==> src/rtl/eth_tx_pkt_arbiter.sv <==
// Packet-atomic weighted round-robin arbiter that merges CHDR (port 0) and CPU (port 1)
// AXI-stream traffic onto the 64-bit MAC TX stream, with drain control and packet counters.
`timescale 1ns/1ps
module eth_tx_pkt_arbiter #(
  parameter int CHDR_WEIGHT = 4,
  parameter int CNT_W       = 32
) (
  input  logic             clk,
  input  logic             reset,
  input  logic             arb_en,
  input  logic [63:0]      s0_tdata,
  input  logic [3:0]       s0_tuser,
  input  logic             s0_tlast,
  input  logic             s0_tvalid,
  output logic             s0_tready,
  input  logic [63:0]      s1_tdata,
  input  logic [3:0]       s1_tuser,
  input  logic             s1_tlast,
  input  logic             s1_tvalid,
  output logic             s1_tready,
  output logic [63:0]      m_tdata,
  output logic [3:0]       m_tuser,
  output logic             m_tlast,
  output logic             m_tvalid,
  input  logic             m_tready,
  output logic             idle,
  output logic [CNT_W-1:0] pkt_cnt0,
  output logic [CNT_W-1:0] pkt_cnt1
);

  typedef enum logic [1:0] {IDLE, PASS0, PASS1} state_t;

  localparam logic [3:0] WMAX = 4'(CHDR_WEIGHT);

  state_t     state, state_nxt;
  logic [3:0] wcnt, wcnt_nxt;
  logic       end0, end1;

  // Grant decision in IDLE; in PASSx the granted port is wired straight through to the MAC.
  always_comb begin
    state_nxt = state;
    wcnt_nxt  = wcnt;
    m_tdata   = '0;
    m_tuser   = '0;
    m_tlast   = 1'b0;
    m_tvalid  = 1'b0;
    s0_tready = 1'b0;
    s1_tready = 1'b0;
    end0      = 1'b0;
    end1      = 1'b0;
    case (state)
      IDLE: begin
        if (arb_en) begin
          if (s0_tvalid && (!s1_tvalid || (wcnt < WMAX))) begin
            state_nxt = PASS0;
            wcnt_nxt  = (wcnt < WMAX) ? wcnt + 4'd1 : WMAX;
          end else if (s1_tvalid) begin
            state_nxt = PASS1;
            wcnt_nxt  = '0;
          end
        end
      end
      PASS0: begin
        m_tdata   = s0_tdata;
        m_tuser   = s0_tuser;
        m_tlast   = s0_tlast;
        m_tvalid  = s0_tvalid;
        s0_tready = m_tready;
        if (s0_tvalid && m_tready && s0_tlast) begin
          end0      = 1'b1;
          state_nxt = IDLE;
        end
      end
      PASS1: begin
        m_tdata   = s1_tdata;
        m_tuser   = s1_tuser;
        m_tlast   = s1_tlast;
        m_tvalid  = s1_tvalid;
        s1_tready = m_tready;
        if (s1_tvalid && m_tready && s1_tlast) begin
          end1      = 1'b1;
          state_nxt = IDLE;
        end
      end
      default: state_nxt = IDLE;
    endcase
  end

  // idle is registered from the next state so it always matches the state register.
  always_ff @(posedge clk) begin
    if (reset) begin
      state    <= IDLE;
      wcnt     <= '0;
      idle     <= 1'b1;
      pkt_cnt0 <= '0;
      pkt_cnt1 <= '0;
    end else begin
      state <= state_nxt;
      wcnt  <= wcnt_nxt;
      idle  <= (state_nxt == IDLE);
      if (end0) pkt_cnt0 <= pkt_cnt0 + CNT_W'(1);
      if (end1) pkt_cnt1 <= pkt_cnt1 + CNT_W'(1);
    end
  end

endmodule

==> config.mk <==
export PLATFORM = sky130hd
export DESIGN_NAME = eth_tx_pkt_arbiter
export DESIGN_NICKNAME = d
export VERILOG_FILES = /design/src/rtl/eth_tx_pkt_arbiter.sv
export SDC_FILE = /design/constraint.sdc
export NUM_CORES = 1
export LEC_CHECK = 0
export ABC_CLOCK_PERIOD_IN_PS = 3500
export CAP_MARGIN = 20
export CORE_AREA = 2 2 109 111
export DETAILED_ROUTE_END_ITERATION = 6
export DIE_AREA = 0 0 111 113
export DONT_BUFFER_PORTS = 1
export PLACE_DENSITY_LB_ADDON = 0.2
export RECOVER_POWER = 100
export SLEW_MARGIN = 20
export SYNTH_ARGS = -nofsm -noshare
export SYNTH_HDL_FRONTEND = slang
export SYNTH_SLANG_ARGS = --single-unit
==> constraint.sdc <==
create_clock -name clk -period 3.5 [get_ports clk]
set_input_delay 0 -clock clk [delete_from_list [all_inputs] [get_ports clk]]
set_output_delay 0 -clock clk [all_outputs]
set_load 0.02 [all_outputs]
==> reports/results.tsv, run 1 <==
metric	value	unit
Die ar.	12500	sq um
Worst Hold Depth	3	
vias in the first global route	3979	
warnings from Yosys	0	
sequential share of the synthesized area	31.3	%
clk buf depth	2	
cell area after synthesis	4540	sq um
Gate power share	12.5	%
Nets	698	
clock root cell	clkbuf_16	
Slew @ Worst Pin	1.31	ns
synthesized area per cell	7.88	sq um
Critical R2R Capture	pkt_cnt0[22]$_SDFFE_PP0P_	
total clock buffers created by CTS	9	
R2R depth	7	
Yosys reg bits	71	
initial antenna violation count	3	
Final WS setup	0.624	ns
most frequent cells in the layout	nor2b_1, a22oi_1, dfxtp_1	
CP Capture Type	primary output	
Hold Path Sink	state[1]$_SDFF_PP0_	
endpoints failing hold	0	
IO Pins	281	
Die Y	113	microns
Max IR drop VDD	0.322	mV
Seq pwr share	41.9	%
largest net degree at the start of global routing	77	
GP Congestion	0.861	
vias per std cell	6.33	
Slew Limit Fails	0	
CTS clk-pin slew, worst paths	0.06	ns
clock tree from TritonCTS	done	
endpoints failing setup	0	
htree depth	3	
Port Buffers	0	
setup TNS	0	ns
Net Count, Synth	727	
initial core utilization	40.3	%
worst slack, placed	0.848	ns
Clock Skews	0.0101	ns
Synth-to-Final Area Change	7.75	%
# clock sinks	71	
worst-skew pair later-pin latency	0.34	ns
count of cell types in the netlist	39	
Worst EP required	3.50	ns
Overall Global Routing Usage	23.3	%
detailed-route via count	4407	
drt wl/cell	22.4	microns
num rows	39	
Post-Synth Adder-Cell Area	1.93	%
largest family of logic cells by synthesized area	simple AND/OR/NAND/NOR gates	
Worst setup SP type	register	
max_cap viols	0	
worst rel slew slack	12.3	%
global-route wire length before repair	22.9	mm
arrival time at the worst endpoint	2.88	ns
simple logic cell fraction of the synthesized area	32.5	%
HP Class	input port to register	
post-synthesis mux area share	1.68	%
WL final	15.6	mm
Sw Share	26.0	%
total gr overflow	0	
ANT nets after route	0	
Resized Gates After CTS	0	
CORE AREA	11300	sq um
Synth Area in Compound Gates	23.2	%
HPWL Detailed	11.8	mm
Pint	1.45	mW
most common cell after layout, fill and taps aside	nor2b_1	
layout cells sized above 1	3.99	%
Max Clk Rate	348	MHz
# DRC	0	
RSZ-0062 raised after global routing	false	
Post-Synth XOR/XNOR Area	3.67	%
first drt pass iteration count	5	
category of the most critical setup path	register to primary output	
min-delay src	s0_tvalid	
Fin Hold WS	0.0158	ns
period utilization	82.2	%
Sw Pwr	510	uW
R2R Setup Slk	0.78	ns
LEAKAGE	1.32	nW
Syn Inst Count	576	
clock share of power	45.7	%
die width	111	microns
RR Startpoint	state[1]$_SDFF_PP0_	
pwr dens	401	nW/um^2
crit path max fanout	72	
Tmin final	2.88	ns
drt initial violations	373	
status	finished clean	
==> cells in the mapped netlist <==
cell,instances,area [sq um]
nand4_1,16,100
a22o_1,1,8.76
o31ai_1,28,210
nor3_1,9,45.0
nor2_1,29,109
buf_2,9,45.0
a32oi_1,1,8.76
nand3b_1,1,7.51
clkbuf_1,28,105
and3_1,2,12.5
buf_1,11,41.3
nor2b_1,77,482
a211oi_1,1,7.51
or3b_2,1,8.76
and4_1,7,61.3
mux2_1,5,56.3
or2_2,1,6.26
o211ai_1,1,7.51
nor4_1,10,62.6
or4_1,32,240
o21ai_0,12,60.1
nand4_4,1,21.3
and2_1,4,25.0
or3_1,10,62.6
and3b_1,1,8.76
a21oi_1,40,200
a22oi_1,71,533
nand4_2,1,12.5
dfxtp_1,71,1420
a31oi_1,1,6.26
buf_6,1,11.3
inv_1,16,60.1
a211o_1,1,8.76
nand2_1,26,97.6
xnor2_1,14,123
xor2_1,5,43.8
ha_1,7,87.6
mux2i_1,2,20.0
nand3_1,22,110
==> flip-flops by register name (all words and copies together) (netlist names) <==
name,count
state,2
wcnt,4
idle,1
pkt_cnt1,32
pkt_cnt0,32
==> layout make-up <==
type | count | area [sq um]
flip-flops and latches | 71 | 1420
diodes | 2 | 5.00
repair buffers | 9 | 88.8
clock buffers | 9 | 225
clock inverters | 6 | 62.6
fillers | 1118 | 6380
well taps | 143 | 179
multi-input cells | 440 | 2850
inverters | 16 | 60.1
==> kinds of logic (layout without fill, tap and decap cells) <==
| group | count (synthesis) | count (layout) |
|---|---|---|
| flops | 71 | 71 |
| compound gates | 157 | 157 |
| other cells | 0 | 2 |
| buf+inv | 65 | 40 |
| xor+xnor | 19 | 19 |
| simple gates | 250 | 250 |
| fa+ha+maj | 7 | 7 |
| mux | 7 | 7 |
==> worst max path at each step <==
stage                                         from                        end
after floorplan                state[1]$_SDFF_PP0_  pkt_cnt0[22]$_SDFFE_PP0P_
after detailed placement  pkt_cnt1[8]$_SDFFE_PP0P_  pkt_cnt1[30]$_SDFFE_PP0P_
final                          state[0]$_SDFF_PP0_                m_tdata[49]
after CTS                 pkt_cnt1[8]$_SDFFE_PP0P_  pkt_cnt1[29]$_SDFFE_PP0P_
after global placement    pkt_cnt1[8]$_SDFFE_PP0P_  pkt_cnt1[31]$_SDFFE_PP0P_
after global routing           state[0]$_SDFF_PP0_                m_tdata[49]
==> routing by layer <==
metal | routed length (microns) | part of all wire (%) | global-route usage, % | vias to the layer above
met3 | 1620 | 10 | 8.73 | 14
met5 | 13 | 0.084 | 0 | -
li1 | - | - | - | 2097
met2 | 7160 | 46 | 36.4 | 206
met4 | 170 | 1.1 | 7.33 | 2
met1 | 6600 | 42 | 30.0 | 2088
==> critical path, cell delays in order (launching register included) <==
cell      delay (ns)
dfxtp_1         0.35
inv_1           0.12
ha_1            0.19
clkbuf_2        0.98
a22oi_1         0.40
nor2b_1         0.47
==> power groups by stage <==
stage | registers [mW] | logic [mW] | clock network (mW)
after floorplan | 0.836 | 0.202 | 0
after global placement | 0.837 | 0.217 | 0
after detailed placement | 0.838 | 0.223 | 0
after CTS | 0.820 | 0.246 | 0.916
after global routing | 0.820 | 0.267 | 0.948
final | 0.820 | 0.244 | 0.894
==> per-stage QoR <==
step                cells  utilization, %  instance area [sq um]  total power [mW]
global route          694            43.3                   4880              2.03
global placement      674            40.4                   4550              1.05
floorplan             576               -                   4540              1.04
detailed placement    674            40.4                   4550              1.06
CTS                   694            43.5                   4900              1.98
finish                696            43.4                   4890              1.96
==> timing repair <==
item	in CTS	in global routing
setup buffers	0	0
hold buffers	5	0
endpoints found under the hold margin	71	0
(Power assumes the default switching activity.)
==> inputs of run 2 (changes only) <==
Settings changed: ABC_CLOCK_PERIOD_IN_PS 3500 to 2400.
Clock period 3.5 ns to 2.4 ns, I/O delays scaled along.
==> reports/results.tsv, run 2 (same netlist as run 1, synthesis figures left out) <==
metric	value	unit
status	finished clean	
die width	111	microns
Die Y	113	microns
Sw Pwr	730	uW
ANT nets after route	0	
most common cell after layout, fill and taps aside	nor2b_1	
global-route wire length before repair	24.3	mm
WL final	16.2	mm
num rows	39	
initial core utilization	40.3	%
Post-CTS Setup Bufs	0	
initial antenna violation count	2	
Slew Limit Fails	0	
setup TNS	0	ns
drt wl/cell	20.7	microns
htree depth	3	
detailed-route via count	4725	
Tmin final	2.22	ns
drt initial violations	481	
crit path max fanout	72	
clock share of power	45.2	%
CTS Hold Bufs	4	
Worst setup SP type	register	
HPWL Detailed	12.5	mm
Final Util	46.6	%
Worst EP required	2.40	ns
arrival time at the worst endpoint	2.22	ns
CORE AREA	11300	sq um
clock tree from TritonCTS	done	
layout cells sized above 1	5.69	%
Max IR drop VDD	0.441	mV
worst rel slew slack	49.2	%
number of fill cells in the layout	1161	
largest registers	pkt_cnt0 x32, pkt_cnt1 x32, wcnt x4	
Seq pwr share	41.6	%
Slew @ Worst Pin	0.762	ns
Resized Gates After CTS	0	
IO Pins	281	
LEAKAGE	1.47	nW
total clock buffers created by CTS	9	
period utilization	92.5	%
vias in the first global route	4351	
met3 wire len	1.76	mm
Synth-to-Final Area Change	15.8	%
total gr overflow	0	
CTS clk-pin slew, worst paths	0.05	ns
endpoints failing setup	0	
met1 WL	6.73	mm
Pint	2.14	mW
Nets	779	
largest net degree at the start of global routing	77	
GP Congestion	0.877	
# DRC	0	
RSZ-0062 raised after global routing	false	
Gate power share	13.2	%
Clock Skews	0.00730	ns
Max Clk Rate	451	MHz
most frequent cells in the layout	nor2b_1, a22oi_1, clkbuf_1, dfxtp_1, a21oi_1	
first drt pass iteration count	4	
max_cap viols	0	
clk buf depth	2	
endpoints failing hold	0	
Sw Share	25.4	%
# clock sinks	71	
top sig layer	met5	
category of the most critical setup path	register to primary output	
routed wl met2	7.47	mm
worst-skew pair later-pin latency	0.34	ns
pwr dens	547	nW/um^2
CP Capture Type	primary output	
Overall Global Routing Usage	24.7	%
HP Class	input port to register	
vias per std cell	6.06	
clock root cell	clkbuf_16	
Port Buffers	0	
Die ar.	12500	sq um
-- run 2: cell types whose count changed in the layout (fill, tap and decap cells not counted), moves of 2 or more --
cell | previous run | this run
clkbuf_1 | 1 | 71
buf_4 | 1 | 8
clkbuf_2 | 2 | 6
clkbuf_8 | 0 | 4
clkinv_2 | 3 | 1
clkinv_4 | 2 | 0
diode_2 | 2 | 4
-- run 2: layout make-up --
| cell class | count | area (sq um) | share of cell area [%] |
|---|---|---|---|
| multi-input cells | 440 | 2850 | 54.2 |
| flip-flops and latches | 71 | 1420 | 27.0 |
| repair buffers | 90 | 438 | 8.33 |
| clock buffers | 14 | 284 | 5.40 |
| well taps | 143 | 179 | 3.40 |
| inverters | 16 | 60.1 | 1.14 |
| clock inverters | 2 | 12.5 | 0.238 |
| diodes | 4 | 10.0 | 0.190 |
-- run 2: through the flow --
| step | cell area (sq um) | std cells | power (mW) | hold WS, ns | setup slack (ns) |
|---|---|---|---|---|---|
| floorplan | 4540 | 576 | 1.51 | 0.202 | 0.174 |
| global placement | 5180 | 756 | 1.58 | 0.0774 | 0.253 |
| detailed placement | 5180 | 756 | 1.59 | 0.0770 | 0.188 |
| CTS | 5530 | 776 | 2.92 | 0.00173 | 0.173 |
| global route | 5250 | 776 | 2.99 | 0.0314 | 0.0385 |
| finish | 5260 | 780 | 2.87 | 0.00663 | 0.181 |
-- run 2: final timing paths --
kind | slack [ns] | to | cells after the start | start
worst max-delay path | 0.18 | m_tdata[58] | 5 | state[0]$_SDFF_PP0_
worst min-delay path | 0.007 | wcnt[3]$_SDFFE_PP0P_ | 2 | s0_tvalid
worst max register to register | 0.19 | pkt_cnt0[22]$_SDFFE_PP0P_ | 6 | state[0]$_SDFF_PP0_
worst min register to register | 0.52 | wcnt[1]$_SDFFE_PP0P_ | 2 | wcnt[1]$_SDFFE_PP0P_
-- run 2: power groups by stage --
stage / clock network, mW / logic, mW / registers, mW
2_1_floorplan: 0 / 0.295 / 1.22
3_3_place_gp: 0 / 0.358 / 1.22
3_5_place_dp: 0 / 0.366 / 1.22
4_1_cts: 1.33 / 0.398 / 1.19
5_1_grt: 1.38 / 0.411 / 1.19
6_report: 1.30 / 0.379 / 1.19
-- run 2: critical path: stages (launching register included) --
cell	delay, ns
dfxtp_1	0.39
ha_1	0.18
clkbuf_4	0.62
a22oi_1	0.22
nor2b_1	0.18
clkbuf_1	0.25
-- run 2: layer usage --
metal  GRT usage (%)  up-vias
li1                -     2265
met1            32.2     2239
met2            39.0      198
met3            9.48       21
met4            5.75        2
met5               0        -
